## config.mk

```make
export PLATFORM = sky130hd
export DESIGN_NAME = pulse_tx
export DESIGN_NICKNAME = d
export VERILOG_FILES = /design/src/rtl/pulse_tx.sv
export SDC_FILE = /design/constraint.sdc
export NUM_CORES = 1
export LEC_CHECK = 0
export BUFFER_PORTS_ARGS = -buffer_cell sky130_fd_sc_hd__buf_2
export CAP_MARGIN = 20
export CORE_MARGIN = 8
export CORE_UTILIZATION = 45
export CTS_BUF_LIST = sky130_fd_sc_hd__clkbuf_8
export CTS_CLUSTER_DIAMETER = 80
export DETAILED_ROUTE_END_ITERATION = 10
export GPL_TIMING_DRIVEN = 0
export PLACE_DENSITY_LB_ADDON = 0.1
export SLEW_MARGIN = 20
export SYNTH_ARGS = -nofsm -noshare
export SYNTH_HDL_FRONTEND = slang
export SYNTH_SLANG_ARGS = --single-unit
```

## constraint.sdc

```tcl
create_clock -name wr_clk -period 3.1 [get_ports wr_clk]
set_clock_uncertainty 0.2 [all_clocks]
set_input_delay 0.155 -clock wr_clk [delete_from_list [all_inputs] [get_ports wr_clk]]
set_output_delay 0.155 -clock wr_clk [all_outputs]
set_load 0.01 [all_outputs]
```

## src/rtl/pulse_tx.sv

```systemverilog
// Write-domain pulse encoder: turns event pulses into wr_data toggles spaced HOLD_CYCLES apart.
// Optional sticky overflow output ovf is enabled by defining PULSE_TX_OVF_EN.
module pulse_tx #(
   parameter int HOLD_CYCLES = 4,
   parameter int CNT_W       = 4
) (
   input  logic             wr_clk,
   input  logic             wr_reset,
   input  logic             pulse_in,
   input  logic             flush,
   output logic             wr_data,
   output logic             busy,
   output logic [CNT_W-1:0] pending,
`ifdef PULSE_TX_OVF_EN
   output logic             ovf,
`endif
   output logic             drop
);

   localparam int HC_W = (HOLD_CYCLES > 1) ? $clog2(HOLD_CYCLES) : 1;
   localparam logic [HC_W-1:0]  HOLD_LOAD = HC_W'(HOLD_CYCLES - 1);
   localparam logic [HC_W-1:0]  HOLD_ZERO = {HC_W{1'b0}};
   localparam logic [HC_W-1:0]  HOLD_ONE  = HC_W'(1'b1);
   localparam logic [CNT_W-1:0] PEND_ZERO = {CNT_W{1'b0}};
   localparam logic [CNT_W-1:0] PEND_ONE  = CNT_W'(1'b1);
   localparam logic [CNT_W-1:0] PEND_MAX  = {CNT_W{1'b1}};

   typedef enum logic [0:0] {
      IDLE = 1'b0,
      HOLD = 1'b1
   } state_t;

   state_t           state_r, state_next_s;
   logic [HC_W-1:0]  hold_cnt_r, hold_next_s;
   logic [CNT_W-1:0] pending_r, pending_next_s;
   logic             wr_data_r;
   logic             drop_r, drop_next_s;
   logic             launch_s;
   logic             want_s;

   // Launch decision and hold counter sequencing
   always_comb begin
      launch_s     = 1'b0;
      state_next_s = state_r;
      hold_next_s  = hold_cnt_r;
      want_s       = (pulse_in || (pending_r != PEND_ZERO)) && !flush;
      case (state_r)
         IDLE: begin
            if (want_s) begin
               launch_s = 1'b1;
            end else begin
               state_next_s = IDLE;
            end
         end
         HOLD: begin
            if (hold_cnt_r != HOLD_ZERO) begin
               hold_next_s = hold_cnt_r - HOLD_ONE;
            end else if (want_s) begin
               launch_s = 1'b1;
            end else begin
               state_next_s = IDLE;
            end
         end
         default: begin
            state_next_s = IDLE;
         end
      endcase
      if (launch_s) begin
         state_next_s = HOLD;
         hold_next_s  = HOLD_LOAD;
      end else begin
         hold_next_s  = hold_next_s;
      end
   end

   // Pending queue accounting; a launch with no backlog consumes the incoming pulse
   always_comb begin
      pending_next_s = pending_r;
      drop_next_s    = 1'b0;
      if (flush) begin
         pending_next_s = PEND_ZERO;
      end else if (pulse_in && !launch_s) begin
         if (pending_r == PEND_MAX) begin
            drop_next_s = 1'b1;
         end else begin
            pending_next_s = pending_r + PEND_ONE;
         end
      end else if (!pulse_in && launch_s) begin
         pending_next_s = pending_r - PEND_ONE;
      end else begin
         pending_next_s = pending_r;
      end
   end

   // State, counters and output registers
   always_ff @(posedge wr_clk or posedge wr_reset) begin
      if (wr_reset) begin
         state_r    <= IDLE;
         hold_cnt_r <= HOLD_ZERO;
         pending_r  <= PEND_ZERO;
         wr_data_r  <= 1'b0;
         drop_r     <= 1'b0;
      end else begin
         state_r    <= state_next_s;
         hold_cnt_r <= hold_next_s;
         pending_r  <= pending_next_s;
         wr_data_r  <= launch_s ? ~wr_data_r : wr_data_r;
         drop_r     <= drop_next_s;
      end
   end

`ifdef PULSE_TX_OVF_EN
   logic ovf_r;

   // Sticky overflow, rises together with drop
   always_ff @(posedge wr_clk or posedge wr_reset) begin
      if (wr_reset) begin
         ovf_r <= 1'b0;
      end else if (flush) begin
         ovf_r <= 1'b0;
      end else begin
         ovf_r <= ovf_r | drop_next_s;
      end
   end

   assign ovf = ovf_r;
`endif

   assign wr_data = wr_data_r;
   assign pending = pending_r;
   assign drop    = drop_r;
   assign busy    = (state_r == HOLD) | (pending_r != PEND_ZERO);

endmodule

```

Word level (Yosys, flattened, before mapping). Cells that the tools add are included.

Flip-flop bits (word level): 9. Bits of input ports: 4. Output and inout bits: 7. Word-level logic and storage cells: 43.

$add $sub $neg: 3. Eq/ne operators: 2. Muxes and demuxes: 16. Bitwise operators: 3. Reductions and logical operators: 14.

Operator list (number): $mux 4 (4); $mux 1 (7); $mux 2 (3); $reduce_bool 2->1 (3); $add 4x1->4 const B (1); $eq 4x4->1 const B (1); $pmux 1 s2 (2); $reduce_and 2->1 (2); $reduce_bool 4->1 (1); $sub 4x1->4 const B (1); $logic_and 1x1->1 (3); $logic_not 1->1 (3); $ne 3x3->1 const B (1); $reduce_bool 3->1 (1); $not 1->1 (2); $sub 2x1->2 const B (1); $logic_or 1x1->1 (1); $or 1x1->1 (1).

Longest topological paths before layout.
Depth after elaboration: 10. Gate-level depth with buffers: 11. Gate-level depth less buffers: 10.

Worst setup path after synthesis. OpenSTA, ideal clock, no wires.

Kind: flip-flop to flip-flop. From: register hold_cnt_r[0]. To: register pending_r[3], in the netlist pending[3]. Setup time: 94 ps. Arrival time: 1866 ps. Required time: 2806 ps. Setup slack: 940 ps. Stages on the path, launching flop included: 12. Buffers on the path: 1. Period minus slack after synthesis: 2160 ps. Cell sequence: dfrtp_1 > inv_1 > ha_1 > nor2b_1 > buf_6 > o21ai_4 > ha_1 > nand2_1 > nor2_1 > a21oi_1 > o221ai_1 > a221oi_2.

Word-level cells in the longest chain between the ends: 7. Elaborated cells between the ends (all ways): 11. Those cells by class: eq/ne: 1; mux: 4; reduce/logical: 6.

RTL lines: start: declaration (line 34) `logic [HC_W-1:0] hold_cnt_r, hold_next_s;`; start signal: assignment (line 105) `hold_cnt_r <= hold_next_s;`; $reduce_bool 2->1 (*) (line 56) `if (hold_cnt_r != HOLD_ZERO) begin`; $mux 1 (*) (line 56); $pmux 1 s2 (*) (line 47) `case (state_r)`; $logic_not 1->1 (line 82) `end else if (pulse_in && !launch_s) begin`; $logic_and 1x1->1 (line 82); $ne 3x3->1 (no source line) (tied with other cells); $reduce_and 2->1 (no source line) / $mux 4 (equally long branches); end signal: assignment (line 106) `pending_r <= pending_next_s;`; end: declaration (line 35) `logic [CNT_W-1:0] pending_r, pending_next_s;`.

Mark *: on every way between the ends. The rest lies on a longest branch, timed or not. A chain may end at the register's enable or synchronous reset.

Final worst setup path. Ends and elaborated chain as after synthesis.

==> run_results.csv <==
group,metric,value,unit
sta,tns,0,ns
layout,nets,91,
routing,routed_via_density,5.20,
routing,vias,510,
yosys,yosysWarnings,0,
worst_setup_path,slowest_delay,0.36,ns
routing,drtIter0Drc,4,
power,p_sw_share,41.4,%
floorplanning,start_util,48.4,%
layout,layout-drive-gt1-share,27.7,%
grt,grt_overflow_total,0,
power,leakage,0.000370,µW
worst_hold_path,hold_class,"in2reg",
yosys,synth.yosys.seq_area_share,35.3,%
power,ir_drop,552,µV
worst_setup_path,crit_top_cell,"ha_1",
sta,timing.final.crit_share,74.9,%
floorplanning,fp.coreArea,1320,µm²
layout,multi_input_area,350,µm²
worst_setup_path,arrival,2.26,ns
worst_hold_path,min-delay-start,"pulse_in",
job,drv_cap,0,
floorplanning,dieWidth,53.7,µm
sta,worst_pin_slew,0.356,ns
worst_setup_path,r2r_end,"pending[3]$_DFFE_PP0P_",
routing,wire_per_inst,12.9,µm
power,pwr-share-clk,17.4,%
grt,grt_max_degree,11,
layout,seqCellArea,225,µm²
power,p_int,447,µW
floorplanning,rows,13,
power,power_frac_comb,56.5,%
yosys,synth_area,638,µm²
placement,gp_congestion,0.724,
clock_tree,htreeDepth,1,
routing,drcViolationCount,0,
worst_setup_path,crit_chain,"inv_1 > ha_1 > nor2b_1 > buf_6 > o21ai_4 > ha_1 > nand2_1 > nor2_1 > a21oi_1 > o221ai_1 > a221oi_2",
layout,fillers,128,
layout,diodes,0,
placement,port_buffers,9,
clock_tree,tritoncts,"built",
worst_setup_path,r2r_cells,11,
grt,antenna_found_initial,0,
floorplanning,die-area,2880,µm²
routing,drt_first_pass_iters,4,
clock_tree,cts_resized,0,
sta,min_period,2.32,ns
worst_setup_path,worst-setup-path-type,"reg2reg",
sta,rsz0062_at_grt,"false",
yosys,ys_ff_latch,9,
worst_setup_path,critPathSlowestCell,"dfrtp_1",
placement,dp_hpwl,961,µm
worst_setup_path,critPathCaptureType,"flop",
clock_tree,clk_path_buf_depth,2,
sta,max_slew_margin,76.3,%
yosys,async_reset_ff_share,100,%
layout,syn2layout_area_growth,18.6,%
grt,grt_pass1_vias,477,
sta,setup_viol,0,
power,seqPwrFrac,26.2,%
power,p_sw,316,µW
worst_hold_path,hold_path_end,"drop$_DFF_PP0_",
worst_setup_path,r2r_slack,0.78,ns
worst_setup_path,cp-start-kind,"flop",
power,powerDensity,1010,nW/µm²
worst_setup_path,critPathMaxFanout,8,
clock_tree,path_clk_slew,0.05,ns
routing,drt-total-wl,1260,µm
yosys,avgSynthCellArea,9.25,µm²
grt,track_usage,10.3,%
routing,postRouteAntennaNets,0,
yosys,synth_ff_type,"dfrtp_1",
clock_tree,clock_sink_count,9,
sta,fmax,431,MHz
clock_tree,cts_root_buffer,"clkbuf_8",
layout,final_common_cell,"buf_2",
worst_setup_path,startpoint,"hold_cnt_r[0]$_DFFE_PP0P_",
sta,maxSlewViolCount,0,
yosys,syn_nets,76,
yosys,synth-edff-count,0,
floorplanning,pin_count,11,
clock_tree,numCtsBuffers,3,
sta,hold_viol,0,
clock_tree,clock_latency,0.23,ns
grt,grt_pass1_wl,2080,µm
yosys,ys_types,29,
status,status,"completed",
worst_setup_path,required,3.04,ns
yosys,synthCells,69,
layout,layout_common_cells,"10 x buf_2, 9 x dfrtp_1, 8 x inv_1, 8 x nor2_1, 5 x nand2_1",
sta,whs,0.110,ns
worst_setup_path,worst_r2r_startpoint,"hold_cnt_r[0]$_DFFE_PP0P_",
worst_hold_path,hold_path_depth,3,
floorplanning,fp.dieH,53.7,µm
## metal layers
| layer | global-route usage, % | vias to the layer above | share of wire (%) |
|---|---|---|---|
| met5 | 0 | - | 0 |
| met4 | 7.56 | 0 | 2.1 |
| met3 | 5.51 | 4 | 6.5 |
| met2 | 14.8 | 10 | 46 |
| met1 | 11.2 | 234 | 46 |
| li1 | - | 262 | - |
## power by group through the flow
stage                     registers, µW  logic, µW  clock network [µW]
after CTS                           201        438                 137
after global routing                209        484                 143
after detailed placement            202        436                   0
after global placement              200        431                   0
after floorplan                     213        329                   0
final                               200        431                 133
## worst max-delay path by stage
| stage | end | slack, ns |
|---|---|---|
| after floorplan | pending[3]$_DFFE_PP0P_ | 0.94 |
| after global placement | pending[3]$_DFFE_PP0P_ | 0.80 |
| after detailed placement | pending[3]$_DFFE_PP0P_ | 0.76 |
| after CTS | pending[3]$_DFFE_PP0P_ | 0.75 |
| after global routing | pending[3]$_DFFE_PP0P_ | 0.63 |
| final | pending[3]$_DFFE_PP0P_ | 0.78 |
## metrics by stage
step	util (%)	setup slack (ns)	area [µm²]	cells	total power, µW
floorplan	-	0.940	638	69	542
global placement	53.3	0.798	702	93	631
detailed placement	53.3	0.761	702	93	638
CTS	57.5	0.750	757	98	776
global route	57.5	0.627	757	98	836
finish	57.5	0.778	757	98	763
## logic make-up after synthesis
family | after synthesis | synth area share [%]
AO/OA/AOI/OAI | 14 | 17.3
XOR/XNOR | 3 | 4.12
adder cells (fa/ha/maj) | 3 | 5.88
buffers and inverters | 12 | 9.80
flip-flops | 9 | 35.3
multiplexers | 4 | 6.47
AND/OR/NAND/NOR | 24 | 21.2
## registers in the layout, summed over array words and instances (netlist names)
signal	flops
wr_data	1
pending	4
state_r	1
hold_cnt_r	2
drop	1
## cell usage after synthesis (all sizes together), types with 2 or more instances
master	n	area (µm²)
a221oi	2	23.8
a21oi	4	20.0
inv	7	26.3
ha	3	37.5
nand4	2	12.5
clkbuf	2	8.75
o21ai	4	31.3
mux2i	3	30.0
nor2	8	30.0
nor3	2	15.0
dfrtp	9	225
buf	3	27.5
xor2	3	26.3
nand2	5	18.8
nor2b	3	18.8
## worst max-delay path: cells and delay by family, from the launching register on
kind / cells / cell delay, ns
adders and majority gates: 2 / 0.54
AOI/OAI and AO/OA: 4 / 0.65
and+or+nand+nor: 3 / 0.27
buffers and inverters: 2 / 0.21
DFF: 1 / 0.36
## layout make-up
type,instances,area share (%)
clock inverter,1,0.496
inverter,7,3.47
timing repair buffer,10,7.27
sequential,9,29.8
clock buffer,3,5.45
buffer,5,4.79
tap,15,2.48
multi-input combinational,48,46.3
## timing repair
item	4_1_cts	5_1_grt
endpoints found under the hold margin	9	0
setup buffers	0	0
hold buffers	1	0
Power figures use the tool's default switching activity.
